File: config.mk
export PLATFORM = sky130hd
export DESIGN_NAME = edgedrnn_seq_ctrl_flat
export DESIGN_NICKNAME = d
export VERILOG_FILES = /design/src/rtl/edgedrnn_pkg.sv /design/src/rtl/edgedrnn_seq_ctrl_if.sv /design/src/rtl/edgedrnn_frame_cnt.sv /design/src/rtl/edgedrnn_seq_ctrl.sv /design/src/flat_wrapper.sv
export SDC_FILE = /design/constraint.sdc
export NUM_CORES = 1
export LEC_CHECK = 0
export BUFFER_PORTS_ARGS = -buffer_cell sky130_fd_sc_hd__clkbuf_2
export CORE_AREA = 2 2 223 225
export DETAILED_ROUTE_END_ITERATION = 6
export DIE_AREA = 0 0 225 227
export HOLD_SLACK_MARGIN = 0.15
export PLACE_DENSITY = 0.37
export SLEW_MARGIN = 15
export SYNTH_ARGS = -nofsm -noshare
export SYNTH_HDL_FRONTEND = slang
export SYNTH_SLANG_ARGS = --single-unit
export TNS_END_PERCENT = 1
File: constraint.sdc
create_clock -name clk -period 3.7 [get_ports clk]
set_clock_uncertainty 0.15 [all_clocks]
set_input_delay 0.37 -clock clk [delete_from_list [all_inputs] [get_ports clk]]
set_output_delay 0.37 -clock clk [all_outputs]
set_load 0.02 [all_outputs]
File: src/rtl/edgedrnn_pkg.sv
// Shared types and default sizing for the edgedrnn timestep sequencer.
package edgedrnn_pkg;

  // Sequencer states: idle, streaming an input frame, collecting the
  // matching output frame, and the one-cycle completion state.
  typedef enum logic [1:0] {
    IDLE     = 2'd0,
    FEED     = 2'd1,
    WAIT_OUT = 2'd2,
    DONE     = 2'd3
  } seq_state_t;

  localparam int DEF_NUM_PE     = 8;
  localparam int DEF_ACT_INT_BW = 8;
  localparam int DEF_ACT_FRA_BW = 8;
  localparam int ACT_BW         = DEF_ACT_INT_BW + DEF_ACT_FRA_BW;
  localparam int DEF_BEATS_BW   = 8;
  localparam int DEF_SEQ_LEN_BW = 16;
  localparam int DEF_DW         = DEF_NUM_PE * ACT_BW;

  // Width of one stream beat: every lane carries one activation.
  function automatic int beat_width(input int num_pe, input int act_int_bw,
                                    input int act_fra_bw);
    return num_pe * (act_int_bw + act_fra_bw);
  endfunction

endpackage

File: src/rtl/edgedrnn_seq_ctrl_if.sv
// AXI-Stream style bundle used for all four sequencer streams.
interface edgedrnn_seq_ctrl_if
  import edgedrnn_pkg::*;
#(
  parameter int DW = DEF_DW
) ();

  logic          tvalid;
  logic          tready;
  logic [DW-1:0] tdata;
  logic          tlast;

  // Source side drives valid/data/last and listens to ready.
  modport master (output tvalid, output tdata, output tlast, input tready);

  // Sink side listens to valid/data/last and drives ready.
  modport slave  (input tvalid, input tdata, input tlast, output tready);

endinterface

File: src/rtl/edgedrnn_frame_cnt.sv
// Beat counter for one frame: counts accepted beats and flags the final
// beat of the frame so tlast can be regenerated from the configured length.
module edgedrnn_frame_cnt
  import edgedrnn_pkg::*;
#(
  parameter int W = DEF_BEATS_BW
) (
  input  logic         clk,
  input  logic         rst_n,
  input  logic         clr,
  input  logic         en,
  input  logic [W-1:0] beats,
  output logic [W-1:0] cnt,
  output logic         last
);

  logic [W-1:0] cnt_q;
  logic [W-1:0] cnt_d;

  // Terminal count: the current beat is the final one of the frame.
  always_comb begin
    last = (cnt_q == (beats - W'(1)));
  end

  // Clear wins over counting; the counter wraps to zero after the final beat.
  always_comb begin
    cnt_d = cnt_q;
    if (clr) begin
      cnt_d = '0;
    end else if (en) begin
      if (last) begin
        cnt_d = '0;
      end else begin
        cnt_d = cnt_q + W'(1);
      end
    end
  end

  // Counter register.
  always_ff @(posedge clk or negedge rst_n) begin
    if (!rst_n) begin
      cnt_q <= '0;
    end else begin
      cnt_q <= cnt_d;
    end
  end

  assign cnt = cnt_q;

endmodule

File: src/rtl/edgedrnn_seq_ctrl.sv
// Timestep sequencer in front of the edgedrnn core. Streams one host input
// frame into the core, then forwards the matching core output frame back to
// the host, repeating for the configured number of timesteps.
module edgedrnn_seq_ctrl
  import edgedrnn_pkg::*;
#(
  parameter int NUM_PE     = DEF_NUM_PE,
  parameter int ACT_INT_BW = DEF_ACT_INT_BW,
  parameter int ACT_FRA_BW = DEF_ACT_FRA_BW,
  parameter int BEATS_BW   = DEF_BEATS_BW,
  parameter int SEQ_LEN_BW = DEF_SEQ_LEN_BW
) (
  input  logic                  clk,
  input  logic                  rst_n,
  input  logic                  cfg_start,
  input  logic                  cfg_abort,
  input  logic [BEATS_BW-1:0]   cfg_inp_beats,
  input  logic [BEATS_BW-1:0]   cfg_out_beats,
  input  logic [SEQ_LEN_BW-1:0] cfg_seq_len,
  output logic                  busy,
  output logic                  done,
  output logic [SEQ_LEN_BW-1:0] ts_cnt,
  output logic                  err_cfg,
  output logic                  err_tlast,
  edgedrnn_seq_ctrl_if.slave    s_host,
  edgedrnn_seq_ctrl_if.master   m_inp,
  edgedrnn_seq_ctrl_if.slave    s_out,
  edgedrnn_seq_ctrl_if.master   m_host
);

  localparam int DW = beat_width(NUM_PE, ACT_INT_BW, ACT_FRA_BW);

  seq_state_t state_q, state_d;

  logic [BEATS_BW-1:0]   inp_beats_q, inp_beats_d;
  logic [BEATS_BW-1:0]   out_beats_q, out_beats_d;
  logic [SEQ_LEN_BW-1:0] seq_len_q, seq_len_d;
  logic [SEQ_LEN_BW-1:0] ts_cnt_q, ts_cnt_d;
  logic                  err_cfg_q, err_cfg_d;
  logic                  err_tlast_q, err_tlast_d;

  logic                  in_clr, in_en, in_last;
  logic                  out_clr, out_en, out_last;
  logic [BEATS_BW-1:0]   in_cnt, out_cnt;
  logic                  cfg_ok;
  logic                  in_hs, out_hs;
  logic [SEQ_LEN_BW:0]   ts_next_ext;

  edgedrnn_frame_cnt #(.W(BEATS_BW)) u_in_cnt (
    .clk   (clk),
    .rst_n (rst_n),
    .clr   (in_clr),
    .en    (in_en),
    .beats (inp_beats_q),
    .cnt   (in_cnt),
    .last  (in_last)
  );

  edgedrnn_frame_cnt #(.W(BEATS_BW)) u_out_cnt (
    .clk   (clk),
    .rst_n (rst_n),
    .clr   (out_clr),
    .en    (out_en),
    .beats (out_beats_q),
    .cnt   (out_cnt),
    .last  (out_last)
  );

  // Start qualification and timestep arithmetic; the extra bit keeps a
  // maximum-length sequence from wrapping before it is compared.
  always_comb begin
    cfg_ok      = (cfg_inp_beats != '0) && (cfg_out_beats != '0) && (cfg_seq_len != '0);
    ts_next_ext = {1'b0, ts_cnt_q} + (SEQ_LEN_BW + 1)'(1);
    in_hs       = (state_q == FEED) && s_host.tvalid && m_inp.tready;
    out_hs      = (state_q == WAIT_OUT) && s_out.tvalid && m_host.tready;
  end

  // Next-state logic, stream gating and sticky flags; abort overrides
  // everything else including a last-beat handshake in the same cycle.
  always_comb begin
    state_d     = state_q;
    inp_beats_d = inp_beats_q;
    out_beats_d = out_beats_q;
    seq_len_d   = seq_len_q;
    ts_cnt_d    = ts_cnt_q;
    err_cfg_d   = err_cfg_q;
    err_tlast_d = err_tlast_q;
    in_clr      = 1'b0;
    in_en       = 1'b0;
    out_clr     = 1'b0;
    out_en      = 1'b0;

    m_inp.tvalid  = 1'b0;
    m_inp.tdata   = s_host.tdata;
    m_inp.tlast   = 1'b0;
    s_host.tready = 1'b0;
    m_host.tvalid = 1'b0;
    m_host.tdata  = s_out.tdata;
    m_host.tlast  = 1'b0;
    s_out.tready  = 1'b0;

    case (state_q)
      IDLE: begin
        if (cfg_start) begin
          if (cfg_ok) begin
            inp_beats_d = cfg_inp_beats;
            out_beats_d = cfg_out_beats;
            seq_len_d   = cfg_seq_len;
            ts_cnt_d    = '0;
            err_tlast_d = 1'b0;
            err_cfg_d   = 1'b0;
            in_clr      = 1'b1;
            out_clr     = 1'b1;
            state_d     = FEED;
          end else begin
            err_cfg_d = 1'b1;
          end
        end
      end

      FEED: begin
        m_inp.tvalid  = s_host.tvalid;
        s_host.tready = m_inp.tready;
        m_inp.tlast   = in_last;
        if (in_hs) begin
          in_en = 1'b1;
          if (s_host.tlast != in_last) begin
            err_tlast_d = 1'b1;
          end
          if (in_last) begin
            state_d = WAIT_OUT;
          end
        end
      end

      WAIT_OUT: begin
        m_host.tvalid = s_out.tvalid;
        s_out.tready  = m_host.tready;
        m_host.tlast  = out_last;
        if (out_hs) begin
          out_en = 1'b1;
          if (s_out.tlast != out_last) begin
            err_tlast_d = 1'b1;
          end
          if (out_last) begin
            ts_cnt_d = ts_next_ext[SEQ_LEN_BW-1:0];
            if (ts_next_ext == {1'b0, seq_len_q}) begin
              state_d = DONE;
            end else begin
              state_d = FEED;
            end
          end
        end
      end

      DONE: begin
        state_d = IDLE;
      end

      default: begin
        state_d = IDLE;
      end
    endcase

    if (cfg_abort && (state_q != IDLE)) begin
      state_d  = IDLE;
      ts_cnt_d = ts_cnt_q;
      in_en    = 1'b0;
      out_en   = 1'b0;
      in_clr   = 1'b1;
      out_clr  = 1'b1;
    end
  end

  // State, latched configuration, timestep count and sticky error flags.
  always_ff @(posedge clk or negedge rst_n) begin
    if (!rst_n) begin
      state_q     <= IDLE;
      inp_beats_q <= '0;
      out_beats_q <= '0;
      seq_len_q   <= '0;
      ts_cnt_q    <= '0;
      err_cfg_q   <= 1'b0;
      err_tlast_q <= 1'b0;
    end else begin
      state_q     <= state_d;
      inp_beats_q <= inp_beats_d;
      out_beats_q <= out_beats_d;
      seq_len_q   <= seq_len_d;
      ts_cnt_q    <= ts_cnt_d;
      err_cfg_q   <= err_cfg_d;
      err_tlast_q <= err_tlast_d;
    end
  end

  // Status outputs decoded from registered state.
  always_comb begin
    busy      = (state_q == FEED) || (state_q == WAIT_OUT);
    done      = (state_q == DONE);
    ts_cnt    = ts_cnt_q;
    err_cfg   = err_cfg_q;
    err_tlast = err_tlast_q;
  end

endmodule

File: src/flat_wrapper.sv
// flat-port wrapper written by rule: the top's interface ports become plain ports
module edgedrnn_seq_ctrl_flat import edgedrnn_pkg::*;
#(
  parameter int NUM_PE     = DEF_NUM_PE,
  parameter int ACT_INT_BW = DEF_ACT_INT_BW,
  parameter int ACT_FRA_BW = DEF_ACT_FRA_BW,
  parameter int BEATS_BW   = DEF_BEATS_BW,
  parameter int SEQ_LEN_BW = DEF_SEQ_LEN_BW
)
  (clk, rst_n, cfg_start, cfg_abort, cfg_inp_beats, cfg_out_beats, cfg_seq_len, busy, done, ts_cnt, err_cfg, err_tlast, s_host_tvalid, s_host_tdata, s_host_tlast, s_host_tready, m_inp_tvalid, m_inp_tdata, m_inp_tlast, m_inp_tready, s_out_tvalid, s_out_tdata, s_out_tlast, s_out_tready, m_host_tvalid, m_host_tdata, m_host_tlast, m_host_tready);
  edgedrnn_seq_ctrl_if #(.DW((128))) s_host_i ();
  edgedrnn_seq_ctrl_if #(.DW((128))) m_inp_i ();
  edgedrnn_seq_ctrl_if #(.DW((128))) s_out_i ();
  edgedrnn_seq_ctrl_if #(.DW((128))) m_host_i ();
  input  logic clk;
  input  logic rst_n;
  input  logic cfg_start;
  input  logic cfg_abort;
  input  logic [BEATS_BW-1:0] cfg_inp_beats;
  input  logic [BEATS_BW-1:0] cfg_out_beats;
  input  logic [SEQ_LEN_BW-1:0] cfg_seq_len;
  output logic busy;
  output logic done;
  output logic [SEQ_LEN_BW-1:0] ts_cnt;
  output logic err_cfg;
  output logic err_tlast;
  input wire logic [$bits(s_host_i.tvalid)-1:0] s_host_tvalid;
  input wire logic [$bits(s_host_i.tdata)-1:0] s_host_tdata;
  input wire logic [$bits(s_host_i.tlast)-1:0] s_host_tlast;
  output wire logic [$bits(s_host_i.tready)-1:0] s_host_tready;
  output wire logic [$bits(m_inp_i.tvalid)-1:0] m_inp_tvalid;
  output wire logic [$bits(m_inp_i.tdata)-1:0] m_inp_tdata;
  output wire logic [$bits(m_inp_i.tlast)-1:0] m_inp_tlast;
  input wire logic [$bits(m_inp_i.tready)-1:0] m_inp_tready;
  input wire logic [$bits(s_out_i.tvalid)-1:0] s_out_tvalid;
  input wire logic [$bits(s_out_i.tdata)-1:0] s_out_tdata;
  input wire logic [$bits(s_out_i.tlast)-1:0] s_out_tlast;
  output wire logic [$bits(s_out_i.tready)-1:0] s_out_tready;
  output wire logic [$bits(m_host_i.tvalid)-1:0] m_host_tvalid;
  output wire logic [$bits(m_host_i.tdata)-1:0] m_host_tdata;
  output wire logic [$bits(m_host_i.tlast)-1:0] m_host_tlast;
  input wire logic [$bits(m_host_i.tready)-1:0] m_host_tready;
  assign s_host_i.tvalid = s_host_tvalid;
  assign s_host_i.tdata = s_host_tdata;
  assign s_host_i.tlast = s_host_tlast;
  assign s_host_tready = s_host_i.tready;
  assign m_inp_tvalid = m_inp_i.tvalid;
  assign m_inp_tdata = m_inp_i.tdata;
  assign m_inp_tlast = m_inp_i.tlast;
  assign m_inp_i.tready = m_inp_tready;
  assign s_out_i.tvalid = s_out_tvalid;
  assign s_out_i.tdata = s_out_tdata;
  assign s_out_i.tlast = s_out_tlast;
  assign s_out_tready = s_out_i.tready;
  assign m_host_tvalid = m_host_i.tvalid;
  assign m_host_tdata = m_host_i.tdata;
  assign m_host_tlast = m_host_i.tlast;
  assign m_host_i.tready = m_host_tready;
  edgedrnn_seq_ctrl #(.NUM_PE(NUM_PE), .ACT_INT_BW(ACT_INT_BW), .ACT_FRA_BW(ACT_FRA_BW), .BEATS_BW(BEATS_BW), .SEQ_LEN_BW(SEQ_LEN_BW)) u_core (.clk(clk), .rst_n(rst_n), .cfg_start(cfg_start), .cfg_abort(cfg_abort), .cfg_inp_beats(cfg_inp_beats), .cfg_out_beats(cfg_out_beats), .cfg_seq_len(cfg_seq_len), .busy(busy), .done(done), .ts_cnt(ts_cnt), .err_cfg(err_cfg), .err_tlast(err_tlast), .s_host(s_host_i), .m_inp(m_inp_i), .s_out(s_out_i), .m_host(m_host_i));
endmodule
==> metrics.md, run 1 <==
| Metric | Value |
|---|---|
| Status | finished, final reports clean |
| DRT Pass-1 Iters | 4 |
| Post-synthesis mux area share | between 5 and 6% |
| DP Wirelength | about 19,000 µm |
| Initial antenna violation count | 1 |
| RSZ-0062 raised after global routing | false |
| Post-CTS resize count | 0 |
| Adder-cell share of the synthesized area | around 2.0% |
| CTS Buffer Depth | 2 |
| Routed wl met3 | 2690 µm |
| Postcts setup bufs | 0 |
| Tot Pwr | approximately 0.0032 W |
| Gpl congestion | 0.727 |
| Met2 WL post-DR | 11,000 µm |
| Vias/cell | ~3.6 |
| Peak Freq | 295 MHz |
| Register area share after synthesis | about 27% |
| TritonCTS clock tree | done |
| CP peak stage delay | around 520 ps |
| Share of the synthesized area in the top cell type | a little under a third |
| Most instantiated cells after synthesis | buf_4 (257), dfrtp_1 (68), nand2_1 (42) |
| Starting Density | a little over an eighth |
| Final hold vios | 0 |
| Ys Warns | 0 |
| Startpoint type of the worst setup path | flop |
| Critical path endpoint category | output port |
| CP cell instances | or3_4 -> or4_4 -> a221oi_2 -> nand3_1 -> nor2_1 -> clkbuf_2 |
| Total gr overflow | 0 |
| GRT Total Usage | around 8.9% |
| Compound-gate portion of the synthesized area | about a tenth |
| IO buf count | between 60 and 70 |
| Max layer used | met4 |
| Cell type with the highest aggregate area in the netlist | buf_4 |
| DRC | 0 |
| Area of the die | slightly above 50,000 µm² |
| Nets | between 800 and 900 |
| Routed len/inst | approximately 20 µm |
| Slew Limit Fails | 0 |
| H-tree levels | 3 |
| Layout cells sized above 1 | between 20% and 30% |
| Final setup viols | 0 |
| Layout fillers | roughly 5,500 |
| Post-synth EDFFs | 0 |
| Hold buffers post-CTS | 16 |
| Final WL | around 23,000 µm |
| CP Max Fanout | 8 |
| Ys async rst share | 100% |
| Number of max-cap violations | 0 |
| Largest family of logic cells by synthesized area | buffers and inverters |
| Net Count, Synth | 1,036 |
| First-pass GRT wire length | about 33,000 µm |
| Via count | around 4,200 |
| Cts bufs inserted | 9 |
| Final period util | ~90% |
| Synth Register Bits | slightly below 70 |
| Clk_lat worst skew | 350 ps |
| Setup CP Type | flop to output port |
| Simple-gate area share of the yosys netlist | ~17% |
| Top_reg_cell synth | dfrtp_1 |
| CTS clk-pin slew, worst paths | approximately 60 ps |
| M1 wire length | 8320 µm |
| Leakage | between 2 and 2.5 nW |
| Cell variety after synth | slightly above 70 |
| I/O Pins | 580 |
| Post-DRT Antenna Nets | 0 |
| Area of the multi-input gates | ~2500 µm² |
| Mean Syn Cell Area | slightly below 9 µm² |
| Worst EP required | approximately 3200 ps |
| Root Driver | clkbuf_16 |
| Core Box Area | between 40,000 and 50,000 µm² |
| Top cells by area, synth | buf_4 (30%), dfrtp_1 (27%), mux2_2 (5.2%), xnor2_1 (3.0%), nand2_1 (2.5%) |
| Die H | around 230 µm |
| HP Class | primary input to flop |
| Initial detailed-routing violation count | between 200 and 250 |
| Count leader, synth | buf_4 |
| Area Overhead vs Synth | -7.21% |
| Crit path DAT | ~2900 ps |
| Vias in the first global route | about 4,400 |
| PD cells | ~550 nW/µm² |
| Mapped Area | approximately 6300 µm² |
| Die W | approximately 230 µm |
| Slew HR | between 30 and 40% |
| Largest net degree at the start of global routing | just under 70 |
| Post-synthesis instance total | approximately 730 |
| XOR/XNOR Fraction of Synth Area | around 5.3% |
| Register area | ~1700 µm² |
| Worst vdd ir | roughly 0.26 mV |
| Worst-margin pin slew | 964 ps |
| Hold_ws | ~160 ps |
| Setup TNS | 0 ps |
| Row count | between 80 and 90 |
| CTS Sinks | ~70 |
| Minimum clock period | ~3400 ps |
| Slowest library cell on the worst path | or4_4 |
==> layer usage <==
| layer | GRT usage, % | vias up |
|---|---|---|
| met5 | 0 | - |
| met4 | 5.19 | 0 |
| met3 | 4.50 | 94 |
| met2 | 14.3 | 258 |
| met1 | 9.26 | 2006 |
| li1 | - | 1889 |
==> state kept, by name, indices dropped and copies added (netlist names) <==
| name | cells |
|---|---|
| u_core.state_q | 2 |
| u_core.u_out_cnt.cnt | 8 |
| u_core.out_beats_q | 8 |
| u_core.inp_beats_q | 8 |
| u_core.u_in_cnt.cnt | 8 |
| u_core.err_tlast | 1 |
| u_core.ts_cnt | 16 |
| u_core.seq_len_q | 16 |
| u_core.err_cfg | 1 |
==> layout by cell type, fill, tap and decap left out, types with 15 or more instances in the layout <==
master	instances
a21oi_1	28
nand3_1	23
nor3_1	15
dlygate4sd3_1	16
xor2_1	16
o21ai_0	19
nor2_1	30
nand2_1	42
mux2_2	29
clkbuf_2	66
xnor2_1	22
dfrtp_1	68
==> stage by stage <==
stage	instances	setup slack [ps]	instance area [µm²]	util (%)
2_1_floorplan	728	859	6330	-
3_3_place_gp	1146	537	5450	11.2
3_5_place_dp	1146	493	5450	11.2
4_1_cts	1177	212	5870	12.1
5_1_grt	1178	69.0	5870	12.1
6_report	1178	305	5870	12.1
==> critical path, delay by kind of cell, from the launching register on <==
kind                   cells  cell delay (ps)
AO/OA/AOI/OAI              1              270
flip-flops                 1              430
AND/OR/NAND/NOR            4             1610
buffers and inverters      1              210
==> cells by family after synthesis <==
| logic type | Yosys count |
|---|---|
| fa+ha+maj | 10 |
| simple gates | 193 |
| mux | 32 |
| compound gates | 96 |
| flops | 68 |
| xor+xnor | 38 |
| buf+inv | 291 |
==> report_power, final <==
| part | internal (W) | total, W | leakage [nW] | switching [W] |
|---|---|---|---|---|
| combinational | 0.000581 | 0.00127 | 1.31 | 0.000686 |
| clock | 0.000446 | 0.000791 | 0.124 | 0.000345 |
| sequential | 0.000953 | 0.00118 | 0.874 | 0.000229 |
| total | 0.00198 | 0.00324 | 2.30 | 0.00126 |
==> layout make-up <==
type | count | share of cell area (%)
clock inverter | 5 | 0.511
sequential | 68 | 29.0
multi-input combinational | 369 | 43.0
inverter | 11 | 0.703
clock buffer | 10 | 3.90
timing repair buffer | 92 | 9.63
antenna | 1 | 0.0426
tap | 622 | 13.2
==> worst paths after layout <==
check	from	endpoint	slack, ps	cells past startpoint
max	u_core.out_beats_q[0]	m_host_tlast	300	6
min	cfg_seq_len[1]	u_core.seq_len_q[1]	160	2
max reg2reg	u_core.out_beats_q[0]	u_core.state_q[1]	500	7
min reg2reg	u_core.seq_len_q[0]	u_core.seq_len_q[0]	380	1
max in group asynchronous	rst_n	u_core.ts_cnt[13]	2210	2
min in group asynchronous	rst_n	u_core.seq_len_q[15]	570	2
Note: power is estimated with default switching activity, not from simulation.
==> inputs of run 2 (changes only) <==
--- a/config.mk
+++ b/config.mk
@@ -5,10 +5,11 @@
 export SDC_FILE = /design/constraint.sdc
 export NUM_CORES = 1
 export LEC_CHECK = 0
+export ABC_AREA = 1
 export BUFFER_PORTS_ARGS = -buffer_cell sky130_fd_sc_hd__clkbuf_2
-export CORE_AREA = 2 2 223 225
+export CORE_AREA = 2 2 222 224
 export DETAILED_ROUTE_END_ITERATION = 6
-export DIE_AREA = 0 0 225 227
+export DIE_AREA = 0 0 224 226
 export HOLD_SLACK_MARGIN = 0.15
 export PLACE_DENSITY = 0.37
 export SLEW_MARGIN = 15
==> metrics.md, run 2 <==
| Metric | Value |
|---|---|
| Worst vdd ir | 0.225 mV (-13%) |
| Met1 usage | 8.60% (-0.66 points) |
| M3 GR Usage | 4.63% (+0.13 points) |
| Gpl congestion | 0.783 (+7.7%) |
| CTS Sinks | 68 (unchanged) |
| Met2 usage | 14.3% (about the same) |
| DRC | 0 (unchanged) |
| Nets | 1,056 (+23%) |
| Most frequent CP cell | nand2_1 |
| TritonCTS clock tree | done |
| IO buf count | 67 (unchanged) |
| Root Driver | clkbuf_16 |
| Peak Freq | 355 MHz (+21%) |
| H-tree levels | 3 (unchanged) |
| Die H | 226 µm (-0.44%) |
| Slowest library cell on the worst path | dfrtp_1 |
| PD cells | 564 nW/µm² (+2.2%) |
| Routed len/inst | 16.2 µm (-18%) |
| CP Max Fanout | 5 (-3) |
| Largest net degree at the start of global routing | 38 (-45%) |
| Area Overhead vs Synth | -3.83% |
| Initial antenna violation count | 0 (-1) |
| Most instantiated cells after synthesis | buf_4 (257), nand2_1 (213), inv_1 (81) |
| Total gr overflow | 0 (unchanged) |
| Top_reg_cell synth | dfrtp_1 |
| Clk_lat worst skew | 340 ps (about the same) |
| HP Class | primary input to flop |
| Worst-margin pin slew | 868 ps (-95.9 ps) |
| Cts bufs inserted | 9 (unchanged) |
| Final WL | 22,300 µm (-4.1%) |
| Cell variety after synth | 36 (-50%) |
| Core Box Area | 48,300 µm² (-0.42%) |
| GRT Total Usage | 8.71% (-0.15 points) |
| Ys Warns | 0 (unchanged) |
| Slew Limit Fails | 0 (unchanged) |
| DRT Pass-1 Iters | 4 (unchanged) |
| Register area share after synthesis | 26.4% (-0.46 points) |
| CP cell instances | inv_1 -> ha_1 -> nand2_1 -> o21ai_1 -> nand2_1 -> nand2_1 -> nand3_1 -> nor2_1 -> nand2_1 -> nor2_1 -> clkbuf_2 |
| Ys async rst share | 100% (unchanged) |
| I/O Pins | 580 (unchanged) |
| CP peak stage delay | 390 ps (-130 ps) |
| Diodes inserted | 0 (-1) |
| Via count | 4,814 (+13%) |
| Post-synthesis instance total | 905 (+24%) |
| Status | finished, final reports clean |
| Post-DRT Antenna Nets | 0 (unchanged) |
| Mean Syn Cell Area | 7.12 µm² (-18%) |
| Initial detailed-routing violation count | 235 (+4.9%) |
| Area of the die | 50,600 µm² (-0.88%) |
| Minimum clock period | 2820 ps (-579 ps) |
| Slew HR | 42.2% (+6.4 points) |
| Final hold vios | 0 (unchanged) |
| Share of the synthesized area in the top cell type | 29.9% (-0.53 points) |
| Worst EP required | 3180 ps (about the same) |
| Vias in the first global route | 4,959 (+13%) |
| Placed Area | 5610 µm² (+3.0%) |
| CTS Buffer Depth | 2 (unchanged) |
| RSZ-0062 raised after global routing | false |
| Number of max-cap violations | 0 (unchanged) |
| Setup TNS | 0 ps (unchanged) |
| Starting Density | 13.3% (+0.29 points) |
| CTS clk-pin slew, worst paths | 60 ps (about the same) |
| Leakage | 2.75 nW (+19%) |
| First-pass GRT wire length | 32,000 µm (-1.9%) |
| Design area | 6200 µm² (+5.5%) |
| Final period util | 76.1% (-16 points) |
| Net Count, Synth | 1,213 (+17%) |
| Top cells by area, synth | buf_4 (30%), dfrtp_1 (26%), nand2_1 (12%), inv_1 (4.7%), nor2_1 (4.4%) |
| Die W | 224 µm (-0.44%) |
| Mapped Area | 6440 µm² (+1.8%) |
| Startpoint type of the worst setup path | flop |
| Post-synth EDFFs | 0 (unchanged) |
| Synth Register Bits | 68 (unchanged) |
| Count leader, synth | buf_4 |
| GRT Max-Usage Layer | met2 |
| Layout cells sized above 1 | 15.3% (-8.7 points) |
| Setup CP Type | flop to output port |
| Row count | 81 (unchanged) |
| Crit path DAT | 2300 ps (-580 ps) |
| Vias/cell | 3.50 (-2.9%) |
| Cell type with the highest aggregate area in the netlist | buf_4 |
| Most frequent cells in the layout | nand2_1 (213), inv_1 (81), nor2_1 (75) |
| Commonest non-fill, non-tap cell in the layout | nand2_1 |
| Final setup viols | 0 (unchanged) |
| Critical path endpoint category | output port |
| DP Wirelength | 18,300 µm (-3.2%) |
[run 2: changes by cell type in the layout (fill, tap and decap cells not counted), moves of 12 or more]
| cell | change |
|---|---|
| nand2_1 | +171 |
| inv_1 | +71 |
| nor2_1 | +45 |
| nand3_1 | +30 |
| mux2_2 | -29 |
| a21oi_1 | -19 |
| o21ai_0 | +19 |
| xnor2_1 | -18 |
| dlygate4sd3_1 | +12 |
[run 2: what timing repair did]
action	in CTS	in global routing
hold buffers	28	0
endpoints found under the hold margin	58	0
resized for setup	0	0
endpoints found under the setup margin	0	0
buffers inserted	0	0
[run 2: area by class of cell]
| cell class | count | area (µm²) |
|---|---|---|
| Fill cell | 5527 | 42100 |
| Multi-Input combinational cell | 480 | 2410 |
| Sequential cell | 68 | 1700 |
| Tap cell | 622 | 778 |
| Timing Repair Buffer | 99 | 658 |
| Inverter | 90 | 350 |
| Clock buffer | 9 | 225 |
| Clock inverter | 7 | 76.3 |
[run 2: power breakdown]
| part | total (W) | internal [W] | switching, W |
|---|---|---|---|
| sequential | 0.00114 | 0.000942 | 0.000196 |
| clock | 0.000899 | 0.000526 | 0.000373 |
| combinational | 0.00146 | 0.000496 | 0.000961 |
[run 2: path summary, 6_finish.rpt]
path / startpoint / cells past startpoint / end / slack [ps]
max: u_core.inp_beats_q[0] / 11 / m_inp_tlast / 880
min: cfg_out_beats[2] / 3 / u_core.out_beats_q[2] / 150
max reg2reg: u_core.ts_cnt[0] / 15 / u_core.state_q[1] / 1270
min reg2reg: u_core.err_tlast / 2 / u_core.err_tlast / 360
max in group asynchronous: rst_n / 3 / u_core.u_in_cnt.cnt[4] / 2130
min in group asynchronous: rst_n / 2 / u_core.ts_cnt[15] / 550
[run 2: cells by family after synthesis]
logic type	share of synthesized area (%)
multiplexers	0.311
flip-flops	26.4
AO/OA/AOI/OAI	7.11
XOR/XNOR	3.15
AND/OR/NAND/NOR	24.8
buffers and inverters	36.2
adder cells (fa/ha/maj)	1.94
[run 2: metrics by stage]
stage / hold slack (ps) / util [%] / setup WS (ps) / power, W / instances
2_1_floorplan: -75.6 / - / 1560 / 0.00258 / 905
3_3_place_gp: 314 / 11.6 / 1230 / 0.00261 / 1331
3_5_place_dp: 339 / 11.6 / 1200 / 0.00261 / 1331
4_1_cts: 152 / 12.8 / 868 / 0.00357 / 1375
5_1_grt: 172 / 12.8 / 583 / 0.00384 / 1375
6_report: 151 / 12.8 / 883 / 0.00349 / 1375
[run 2: per-layer routing]
| metal | part of all wire, % | up-vias |
|---|---|---|
| li1 | - | 2268 |
| met1 | 35 | 2148 |
| met2 | 47 | 289 |
| met3 | 13 | 109 |
| met4 | 4.9 | 0 |
| met5 | 0 | - |
[run 2: critical path: cells and delay by family, from the launching register on]
family	cells	cell delay (ps)
and+or+nand+nor	7	780
DFF	1	390
buffers and inverters	2	340
adders and majority gates	1	240
AOI/OAI and AO/OA	1	210
==> inputs of run 3 (changes only) <==
==> constraint.sdc (replaced) <==
create_clock -name clk -period 2.6 [get_ports clk]
set_clock_uncertainty 0.15 [all_clocks]
set_input_delay 0.26 -clock clk [delete_from_list [all_inputs] [get_ports clk]]
set_output_delay 0.26 -clock clk [all_outputs]
set_load 0.02 [all_outputs]
==> metrics.md, run 3 (synthesis gave the netlist of run 2 again) <==
| Metric | Value |
|---|---|
| Status | finished, final reports clean |
| Commonest non-fill, non-tap cell in the layout | nand2_1 |
| First-pass GRT wire length | 32,700 µm (+2.2%) |
| Vias in the first global route | 5,089 (+2.6%) |
| Final WL | 22,600 µm (+1.4%) |
| PD cells | 824 nW/µm² (+46%) |
| Gpl congestion | 0.769 (-1.8%) |
| DP Wirelength | 18,300 µm (about the same) |
| Via count | 4,850 (+0.75%) |
| Vias/cell | 3.48 (-0.63%) |
| WHS Endpoint | u_core.err_tlast |
| Row count | 81 (unchanged) |
| Initial detailed-routing violation count | 207 (-12%) |
| Core Box Area | 48,300 µm² (unchanged) |
| Die W | 224 µm (unchanged) |
| I/O Pins | 580 (unchanged) |
| R2r endpoint | u_core.state_q[0] |
| Slew Limit Fails | 0 (unchanged) |
| Hold Path Origin | s_host_tlast |
| DRT Pass-1 Iters | 4 (unchanged) |
| Slew HR | 60.3% (+18 points) |
| R2r worst-path depth | 18 (+3) |
| Nets | 1,076 (+1.9%) |
| Worst vdd ir | 0.334 mV (+49%) |
| Minimum clock period | 2500 ps |
| CTS Buffer Depth | 2 (unchanged) |
| Routed wl met3 | 2920 µm (+3.2%) |
| Worst EP required | 2190 ps (-990 ps) |
| Peak Freq | between 300 and 400 MHz |
| Most frequent cells in the layout | nand2_1 (208), inv_1 (79), nor2_1 (68) |
| Met2 WL post-DR | 10,400 µm (-1.4%) |
| H-tree levels | 3 (unchanged) |
| RR Startpoint | u_core.inp_beats_q[0] |
| Final hold vios | 0 (unchanged) |
| Largest net degree at the start of global routing | 33 (-13%) |
| IO buf count | 67 (unchanged) |
| Area Overhead vs Synth | 0.816% |
| Placed Area | 5670 µm² (+1.0%) |
| TritonCTS clock tree | done |
| Final period util | 96.2% |
| Crit path DAT | 2090 ps (-210 ps) |
| Root Driver | clkbuf_16 |
| Startpoint type of the worst setup path | flop |
| DRC | 0 (unchanged) |
| Setup WS pre-CTS | 65.7 ps (-1140 ps) |
| Total gr overflow | 0 (unchanged) |
| HP Class | primary input to flop |
| Area of the die | 50,600 µm² (unchanged) |
| Final Core Density | 13.4% (+0.62 points) |
| Setup TNS | 0 ps (unchanged) |
| Post-DRT Antenna Nets | 0 (unchanged) |
| Routed len/inst | 16.2 µm (about the same) |
| Layout cells sized above 1 | 19.4% (+4.2 points) |
| Worst-margin pin slew | 596 ps (-272 ps) |
| Clk_lat worst skew | 340 ps (about the same) |
| Cts bufs inserted | 9 (unchanged) |
| Final setup viols | 0 (unchanged) |
| Setup CP Type | flop to output port |
| CTS Sinks | 68 (unchanged) |
| CP Max Fanout | 3 (-2) |
| Diodes inserted | 0 (unchanged) |
| Critical path endpoint category | output port |
| Max layer used | met4 |
| Leakage | 2.86 nW (+4.1%) |
| Die H | 226 µm (unchanged) |
| Initial antenna violation count | 0 (unchanged) |
| Number of max-cap violations | 0 (unchanged) |
| Design area | 6490 µm² (+4.8%) |
| CTS clk-pin slew, worst paths | 60 ps (about the same) |
| Starting Density | 13.3% (unchanged) |
| GRT Total Usage | 8.82% (+0.11 points) |
| M1 wire length | 8180 µm (+4.6%) |
| Register-to-register setup slack | 160 ps (-1110 ps) |
| Setup WS post-layout | 98.7 ps (-785 ps) |
| RSZ-0062 raised after global routing | true |
| Cell depth of the worst hold path | 5 (+2) |
[run 3: changes by cell type in the layout (fill, tap and decap cells not counted), sizes merged]
cell         before  now
dlygate4sd3      28   34
bufinv            1    3
buf               5   20
clkbuf           75   74
inv              89   88
clkinv            5    3
[run 3: power by group]
part           internal (W)  switching (W)  total (W)
clock network      0.000934       0.000510    0.00144
logic              0.000839        0.00146    0.00230
registers           0.00134       0.000270    0.00161
total               0.00312        0.00224    0.00535
[run 3: area by class of cell]
type	instances	area, µm²
fillers	5517	41800
multi-input cells	480	2480
flip-flops and latches	68	1710
repair buffers	119	842
well taps	622	778
inverters	90	350
clock buffers	9	225
clock inverters	6	114
[run 3: what timing repair did]
| action | 4_1_cts | 5_1_grt |
|---|---|---|
| cloned | 0 | 0 |
| buffers inserted | 7 | 1 |
| endpoints found under the setup margin | 1 | 9 |
| hold endpoints to repair | 51 | 0 |
| resized for setup | 9 | 20 |
| pin swaps | 4 | 5 |
| hold buffers | 34 | 0 |
[run 3: metrics by stage]
step           cells  hold slack [ps]  total power, W
2_1_floorplan    905             -186         0.00367
3_3_place_gp    1337              171         0.00377
3_5_place_dp    1337              173         0.00375
4_1_cts         1393              174         0.00538
5_1_grt         1394              235         0.00584
6_report        1394              180         0.00535
[run 3: layer usage]
layer,up-vias,GRT usage (%)
li1,2305,-
met1,2141,9.04
met2,294,14.1
met3,110,4.66
met4,0,5.63
met5,-,0.489
[run 3: worst max-delay path by stage]
stage	from	slack, ps	to
floorplan	u_core.ts_cnt[0]	550	u_core.state_q[1]
global placement	u_core.ts_cnt[0]	70	u_core.state_q[1]
detailed placement	u_core.ts_cnt[0]	70	u_core.state_q[1]
CTS	u_core.inp_beats_q[1]	20	u_core.state_q[0]
global route	u_core.out_beats_q[0]	-30	m_host_tlast
finish	u_core.inp_beats_q[0]	100	m_inp_tlast
[run 3: critical path, cell delays in order, from the launching register on]
cell and delay [ps]:
dfrtp_1 400, inv_2 90, buf_4 120, nand3_1 90, nor2_1 190, nand2_1 110, xor2_1 160, nor2_2 230
nand2_2 130, nor2_4 110, buf_6 120
